## src/rtl/scan_index_gen.sv

```systemverilog
// scan_index_gen: timed 0..IDX_MAX index for a 3-to-8 decoder select, with tick/wrap strobes
// Optional ping-pong mode is compiled in with the SCAN_PINGPONG_EN macro.
module scan_index_gen #(
  parameter int DIV = 25000000,
  parameter int IDX_MAX = 7
) (
  input  logic       clk,
  input  logic       rst,
  input  logic       en,
  input  logic       dir,
  input  logic       step,
  input  logic       load,
  input  logic [2:0] load_val,
  input  logic       mode_pp,
  output logic [2:0] idx,
  output logic       tick,
  output logic       wrap
);
  localparam int W = DIV > 1 ? $clog2(DIV) : 1;
  localparam logic [W-1:0] LAST = W'(DIV - 1);
  localparam logic [2:0] MX = 3'(IDX_MAX);
  typedef enum logic {IDLE, RUN} state_t;
  state_t state;
  logic [W-1:0] div_cnt;
  logic dn, rev, adv, at_end;
  logic [2:0] nidx;
`ifdef SCAN_PINGPONG_EN
  logic dir_r;
  assign rev = mode_pp;
  assign dn = mode_pp ? dir_r : dir;
`else
  logic unused_pp;
  assign unused_pp = mode_pp;
  assign rev = 1'b0;
  assign dn = dir;
`endif
  always_comb begin
    adv = state == RUN ? en && div_cnt == LAST : step;
    at_end = dn ? idx == 3'd0 : idx == MX;
    nidx = MX == 3'd0 ? 3'd0
         : !at_end ? (dn ? idx - 3'd1 : idx + 3'd1)
         : rev ? (dn ? 3'd1 : MX - 3'd1)
         : (dn ? MX : 3'd0);
  end
  always_ff @(posedge clk) begin
    if (rst) begin
      state <= IDLE;
      div_cnt <= '0;
      idx <= 3'd0;
      tick <= 1'b0;
      wrap <= 1'b0;
`ifdef SCAN_PINGPONG_EN
      dir_r <= 1'b0;
`endif
    end else begin
      tick <= 1'b0;
      wrap <= 1'b0;
      if (load) begin
        idx <= 32'(load_val) > IDX_MAX ? MX : load_val;
        div_cnt <= '0;
`ifdef SCAN_PINGPONG_EN
        dir_r <= dir;
`endif
      end else begin
        if (adv) begin
          idx <= nidx;
          tick <= 1'b1;
          wrap <= at_end;
        end
`ifdef SCAN_PINGPONG_EN
        if (!mode_pp)
          dir_r <= dir;
        else if (adv && at_end)
          dir_r <= ~dir_r;
`endif
        if (state == IDLE) begin
          div_cnt <= '0;
          if (en) state <= RUN;
        end else if (!en) begin
          state <= IDLE;
          div_cnt <= '0;
        end else begin
          div_cnt <= div_cnt == LAST ? '0 : div_cnt + 1'b1;
        end
      end
    end
  end
endmodule

```

## config.mk

```make
export PLATFORM = sky130hd
export DESIGN_NAME = scan_index_gen
export DESIGN_NICKNAME = d
export VERILOG_FILES = /design/src/rtl/scan_index_gen.sv
export SDC_FILE = /design/constraint.sdc
export NUM_CORES = 1
export LEC_CHECK = 0
export ABC_CLOCK_PERIOD_IN_PS = 2550
export CAP_MARGIN = 25
export CORE_UTILIZATION = 55
export DETAILED_ROUTE_END_ITERATION = 7
export GPL_ROUTABILITY_DRIVEN = 0
export PLACE_DENSITY = 0.77
export SLEW_MARGIN = 20
export SYNTH_ARGS = -nofsm -noshare
export SYNTH_HDL_FRONTEND = slang
export SYNTH_SLANG_ARGS = --single-unit
```

## constraint.sdc

```tcl
create_clock -name clk -period 2.55 [get_ports clk]
set_clock_uncertainty 0.15 [all_clocks]
set_input_delay 0.3825 -clock clk [delete_from_list [all_inputs] [get_ports clk]]
set_output_delay 0.3825 -clock clk [all_outputs]
set_load 0.02 [all_outputs]
```

==> out/metrics.yaml, run 1 <==
sta:
  rsz0062_at_grt: "no"
  tightest_slew_ns: 0.6450
  max_freq_mhz: 454.4
  slew-limit-headroom_pct: 57.00
  min_period_ns: 2.201
  post-route-period-util_pct: 86.30
  hold_violations: 0
  slew_violations: 0
  setup_viol: 0
  final.setup.tns_ns: 0
place:
  dp_hpwl_um: 2071
  portBuffers: 13
setup_path:
  worstSetupPathType: "flip-flop to flip-flop"
  required_ns: 2.62
  crit_arrival_ns: 2.27
  worstSetupStartpointType: "flip-flop"
  reg2reg_slack_ns: 0.35
  end_kind: "flip-flop"
  cp_max_fo: 7
clocking:
  cts_root_buf: "clkbuf_4"
  cts_buffer_depth: 2
  cts_tree: "built"
  clock-sinks: 31
  clk_pin_slew_ns: 0.10
  hold_buffers: 0
  htreeDepth: 2
  cts_buffers: 5
  postCtsSetupBuffers: 0
  ctsResizeCount: 0
  clkLatencyLatePin_ns: 0.33
worst_hold_path:
  hold_class: "flip-flop to flip-flop"
yosys:
  yosysSeqAreaShare_pct: 38.18
  syn_avg_cell_area_um2: 9.131
  ys_ff_latch: 31
  synth_top_cell_by_area: "dfxtp_1"
  synth_edf_count: 0
  synth.area.top_cells: "dfxtp_1 38%, xnor2_1 11%, nor2_1 7.2%"
  yosysUniqueCellTypes: 41
  async_flop_share_pct: 0
  synth_fp_nets: 190
  synth_ff_type: "dfxtp_1"
  syn_area_um2: 1625
  synthCells: 178
  synth_top_cell_area_share_pct: 38.18
  synth_warnings: 0
job:
  maxCapViolCount: 0
global_route:
  grtUsageTotal_pct: 21.12
  grt_max_degree: 26
  grt_pass1_wl_um: 5154
  antenna_found_initial: 0
  grt_pass1_vias: 1197
  gr-total-overflow: 0
drt:
  num_vias: 1249
  drcViolationCount: 1
  antenna_left: 0
  wl_um: 2871
  dr.pass1.iters: 6
  drt_iter0_markers: 42
  routed_via_density: 5.527
  wl_per_cell_um: 12.70
die:
  coreArea_um2: 2781
  initial_utilization_pct: 58.43
  num_io_pins: 15
  die-area_um2: 3176
  fp.dieW_um: 56.36
  die_h_um: 56.36
  num_rows: 19
power_and_ir_drop:
  clkPwrFrac_pct: 35.9
  leakage_uw: 0.0005873
  switching_share_pct: 23.76
  ir_drop_mv: 0.3953
  power_frac_comb_pct: 9.3
  sequentialPowerShare_pct: 54.9
  p_sw_uw: 216.4
  intPower_uw: 694.5
  pwr_density_cell_nw_per_um2: 499.0
finish:
  syn2layout_area_growth_pct: 12.32
  drive_gt1_share_pct: 14.36
  fin_nets: 206
  regArea_um2: 620.6
  diodes: 0
  fill_cells: 230
  fin_util_pct: 65.63
  multiInputGateArea_um2: 910.9
status:
  violations: "DRC"
  status: "finished with violations"
-- state kept, by name (all words and copies together) (netlist names) --
register,cells
tick,1
wrap,1
idx,3
div_cnt,25
state,1
-- cell type report --
cell class | count | share of cell area (%)
Multi-Input combinational cell | 131 | 49.90
Clock inverter | 1 | 0.4112
Inverter | 10 | 2.056
Clock buffer | 7 | 3.564
Tap cell | 31 | 2.125
Timing Repair Buffer | 15 | 7.951
Sequential cell | 31 | 34.00
-- power groups by stage --
| stage | clock [µW] | sequential (µW) | combinational, µW |
|---|---|---|---|
| 6_report | 327 | 500 | 84.4 |
| 5_1_grt | 365 | 502 | 91.5 |
| 4_1_cts | 339 | 500 | 84.3 |
| 3_5_place_dp | 0 | 511 | 83.8 |
| 3_3_place_gp | 0 | 511 | 80.7 |
| 2_1_floorplan | 0 | 516 | 42.8 |
-- layer usage --
metal | global-route usage, % | wire length, µm
met1 | 25.36 | 1319
met2 | 32.99 | 1367
met3 | 6.912 | 141
met4 | 12.20 | 43
met5 | 0 | 0
-- critical path, cell delays in order (launching register included) --
cell and delay (ns):
dfxtp_1 0.48, inv_1 0.12, fa_1 0.45, or3b_2 0.47
a21oi_1 0.15, a21oi_1 0.06, nor2_1 0.13, a2111oi_2 0.08
-- worst paths after layout --
path / start / end / cells after the start
worst max register to register: idx[0] / idx[2] / 7
worst max-delay path: idx[0] / idx[2] / 7
worst min register to register: div_cnt[0] / div_cnt[0] / 1
worst min-delay path: div_cnt[0] / div_cnt[0] / 1
-- synth_stat cells, drive strengths merged (2+ instances only) --
master	n
inv	10
a2111oi	2
buf	5
nor4b	2
and4	2
nor2	32
xor2	4
and3	3
nor4	9
xnor2	20
nand3	10
nor2b	3
nor3	11
nand4	5
nand2	10
a21oi	4
dfxtp	31
-- placed cells by master, fill, tap and decap left out, types with 2 or more instances in the layout --
cell type / synthesis / routed
a21oi_1: 4 / 4
dfxtp_1: 31 / 31
nor2b_1: 3 / 3
buf_4: 1 / 2
clkdlybuf4s50_1: 0 / 13
clkbuf_8: 0 / 2
nand4_1: 3 / 3
and3_1: 2 / 2
xor2_1: 4 / 4
nor2_1: 31 / 31
nor3_2: 4 / 4
xnor2_1: 20 / 20
clkbuf_4: 0 / 5
and4_1: 2 / 2
nand4_2: 2 / 2
nor3_1: 7 / 7
nor4b_2: 2 / 2
nor4_4: 2 / 2
nor4_1: 7 / 7
nand3_1: 9 / 9
inv_1: 10 / 10
nand2_1: 9 / 9
-- through the flow --
step	cells	worst slack (ns)	area, µm²	power [µW]	hold WS [ns]
after CTS	226	0.3736	1826	923.5	0.3565
after global routing	226	0.2299	1826	957.6	0.3746
after floorplan	178	0.4108	1625	558.9	0.3009
after global placement	218	0.08343	1753	591.4	0.3195
final	226	0.3493	1826	910.9	0.3494
after detailed placement	218	0.02544	1753	594.9	0.3334
-- logic make-up after synthesis --
kind of cell    Yosys count  share of synthesized area, %
xor+xnor                 24                         12.93
fa+ha+maj                 2                         2.001
compound gates           12                         5.774
flops                    31                         38.18
buf+inv                  16                         5.774
simple gates             92                         34.72
mux                       1                        0.6159
(Power assumes the default switching activity.)
==> inputs of run 2 (changes only) <==
- CORE_UTILIZATION: 55 -> 40
- PLACE_DENSITY: 0.77 -> default
==> run 2 against run 1 <==
Against the previous run: the flow now finishes without violations; setup slack worse by 0.025 ns; largest power group unchanged; flip-flop and latch count stayed put; global-route usage is 5.1 points lower; largest cell class unchanged; sequential share of layout area down 0.55 points; final cell count is 7.5% higher; critical path depth is 1 higher; sequential power barely moved; power increased by 3.9%; via count is 0.56% higher.
==> out/metrics.yaml, run 2 (same netlist as run 1, synthesis figures left out) <==
status:
  status: "completed"  # was finished with violations
die:
  initial_utilization_pct: 43.10  # was 58.43%
  num_io_pins: 15  # unchanged
  num_rows: 22  # was 19
  die_h_um: 65.75  # was 56.36 µm
  fp.dieW_um: 65.75  # was 56.36 µm
  coreArea_um2: 3771  # was 2781 µm²
  die-area_um2: 4322  # was 3176 µm²
global_route:
  antenna_found_initial: 0  # unchanged
  grt_pass1_wl_um: 5257  # was 5154 µm
  grtUsageTotal_pct: 16.05  # was 21.12%
  gr-total-overflow: 0  # unchanged
  grt_pass1_vias: 1263  # was 1197
  grt_max_degree: 26  # unchanged
power_and_ir_drop:
  ir_drop_mv: 0.2700  # was 0.3953 mV
  pwr_density_cell_nw_per_um2: 509.8  # was 499.0 nW/µm²
  leakage_uw: 0.0005920  # was 0.0005873 µW
finish:
  syn2layout_area_growth_pct: 14.16  # was 12.32%
  fill_cells: 349  # was 230
  regArea_um2: 620.6  # unchanged
  multiInputGateArea_um2: 910.9  # unchanged
  fin_nets: 206  # unchanged
  diodes: 0  # unchanged
  drive_gt1_share_pct: 13.33  # was 14.36%
  largest_reg_flops: 25  # unchanged
  final_cell_mix: "31 x nor2_1, 31 x dfxtp_1, 20 x xnor2_1, 13 x clkdlybuf4s50_1, 10 x inv_1"  # unchanged
  top_register: "div_cnt"  # unchanged
  largestRegisters: "div_cnt x25, idx x3"  # unchanged
  fin_util_pct: 49.20  # was 65.63%
clocking:
  hold_buffers: 0  # unchanged
  cts_buffers: 5  # unchanged
  clk_pin_slew_ns: 0.07  # was 0.10 ns
  clock-sinks: 31  # unchanged
  htreeDepth: 2  # unchanged
  cts_buffer_depth: 2  # unchanged
  postCtsSetupBuffers: 0  # unchanged
  ctsResizeCount: 0  # unchanged
  cts_tree: "built"  # unchanged
  clkLatencyLatePin_ns: 0.28  # was 0.33 ns
  cts_root_buf: "clkbuf_8"  # was clkbuf_4
drt:
  drt_iter0_markers: 49  # was 42
  wl_met3_um: 102  # was 141 µm
  num_vias: 1256  # was 1249
  routed_via_density: 5.169  # was 5.527
  drt-met1-wl_um: 1368  # was 1319 µm
  dr.pass1.iters: 4  # was 6
  drcViolationCount: 0  # was 1
  dr_wl_met2_um: 1461  # was 1367 µm
  routed.top_layer: "met4"  # unchanged
  antenna_left: 0  # unchanged
  wl_per_cell_um: 12.20  # was 12.70 µm
  wl_um: 2964  # was 2871 µm
place:
  dp_hpwl_um: 2132  # was 2071 µm
  portBuffers: 13  # unchanged
worst_hold_path:
  hold_class: "flip-flop to flip-flop"  # unchanged
sta:
  slew_violations: 0  # unchanged
  min_period_ns: 2.226  # was 2.201 ns
  hold_violations: 0  # unchanged
  hold_slack_ns: 0.3394  # was 0.3494 ns
  final.setup.tns_ns: 0  # unchanged
  setup_viol: 0  # unchanged
  rsz0062_at_grt: "no"  # unchanged
  post-route-period-util_pct: 87.28  # was 86.30%
  tightest_slew_ns: 0.6469  # was 0.6450 ns
  slew-limit-headroom_pct: 56.88  # was 57.00%
  max_freq_mhz: 449.3  # was 454.4 MHz
setup_path:
  required_ns: 2.56  # was 2.62 ns
  worstSetupStartpointType: "primary input"  # was flip-flop
  end_kind: "flip-flop"  # unchanged
  worstSetupPathType: "primary input to flip-flop"  # was flip-flop to flip-flop
  crit_arrival_ns: 2.23  # was 2.27 ns
  cp_max_fo: 4  # was 7
job:
  maxCapViolCount: 0  # unchanged
[run 2: cell types whose count changed in the layout (fill, tap and decap cells not counted)]
cell,change
clkbuf_1,+2
clkbuf_4,-5
clkbuf_8,+3
clkinv_2,+1
clkinvlp_4,-1
[run 2: through the flow]
step / total power [µW] / instance area (µm²) / instances / setup WS, ns
floorplan: 558.9 / 1625 / 178 / 0.4108
global placement: 592.9 / 1774 / 235 / 0.07776
detailed placement: 595.4 / 1774 / 235 / 0.03482
CTS: 957.0 / 1856 / 243 / 0.3286
global route: 983.9 / 1856 / 243 / 0.2483
finish: 946.0 / 1856 / 243 / 0.3244
[run 2: worst paths after layout]
path / start / to / depth (start not counted) / slack (ns)
setup / recovery: dir / idx[2] / 8 / 0.32
hold / removal: div_cnt[0] / div_cnt[0] / 1 / 0.34
setup reg to reg: idx[0] / idx[2] / 7 / 0.40
hold reg to reg: div_cnt[0] / div_cnt[0] / 1 / 0.34
[run 2: per-layer routing]
metal	track usage (%)	vias to the layer above
li1	-	643
met1	17.31	593
met3	4.688	4
met2	28.83	16
met4	6.522	0
met5	0	-
[run 2: layout make-up]
type                    count  area share (%)
clock buffers               7           4.113
clock inverters             1          0.2697
inverters                  10           2.023
multi-input cells         131           49.09
flip-flops and latches     31           33.45
well taps                  48           3.237
repair buffers             15           7.822
[run 2: where the power goes]
group | internal (µW) | leakage (µW) | switching (µW)
logic | 43.0 | 0.000299 | 40.1
registers | 491 | 0.000251 | 10.0
clock network | 191 | 0.0000422 | 171
[run 2: critical path, cell delays in order]
cell and delay, ns:
clkdlybuf4s50_1 0.48, inv_1 0.06, fa_1 0.47, or3b_2 0.46, a21oi_1 0.13, a21oi_1 0.05
nor2_1 0.12, a2111oi_2 0.08
==> inputs of run 3 (changes only) <==
- CTS_CLUSTER_DIAMETER: default -> 200
==> results of run 3 <==
The final DEF is identical to that of run 2; final timing and power are the same.
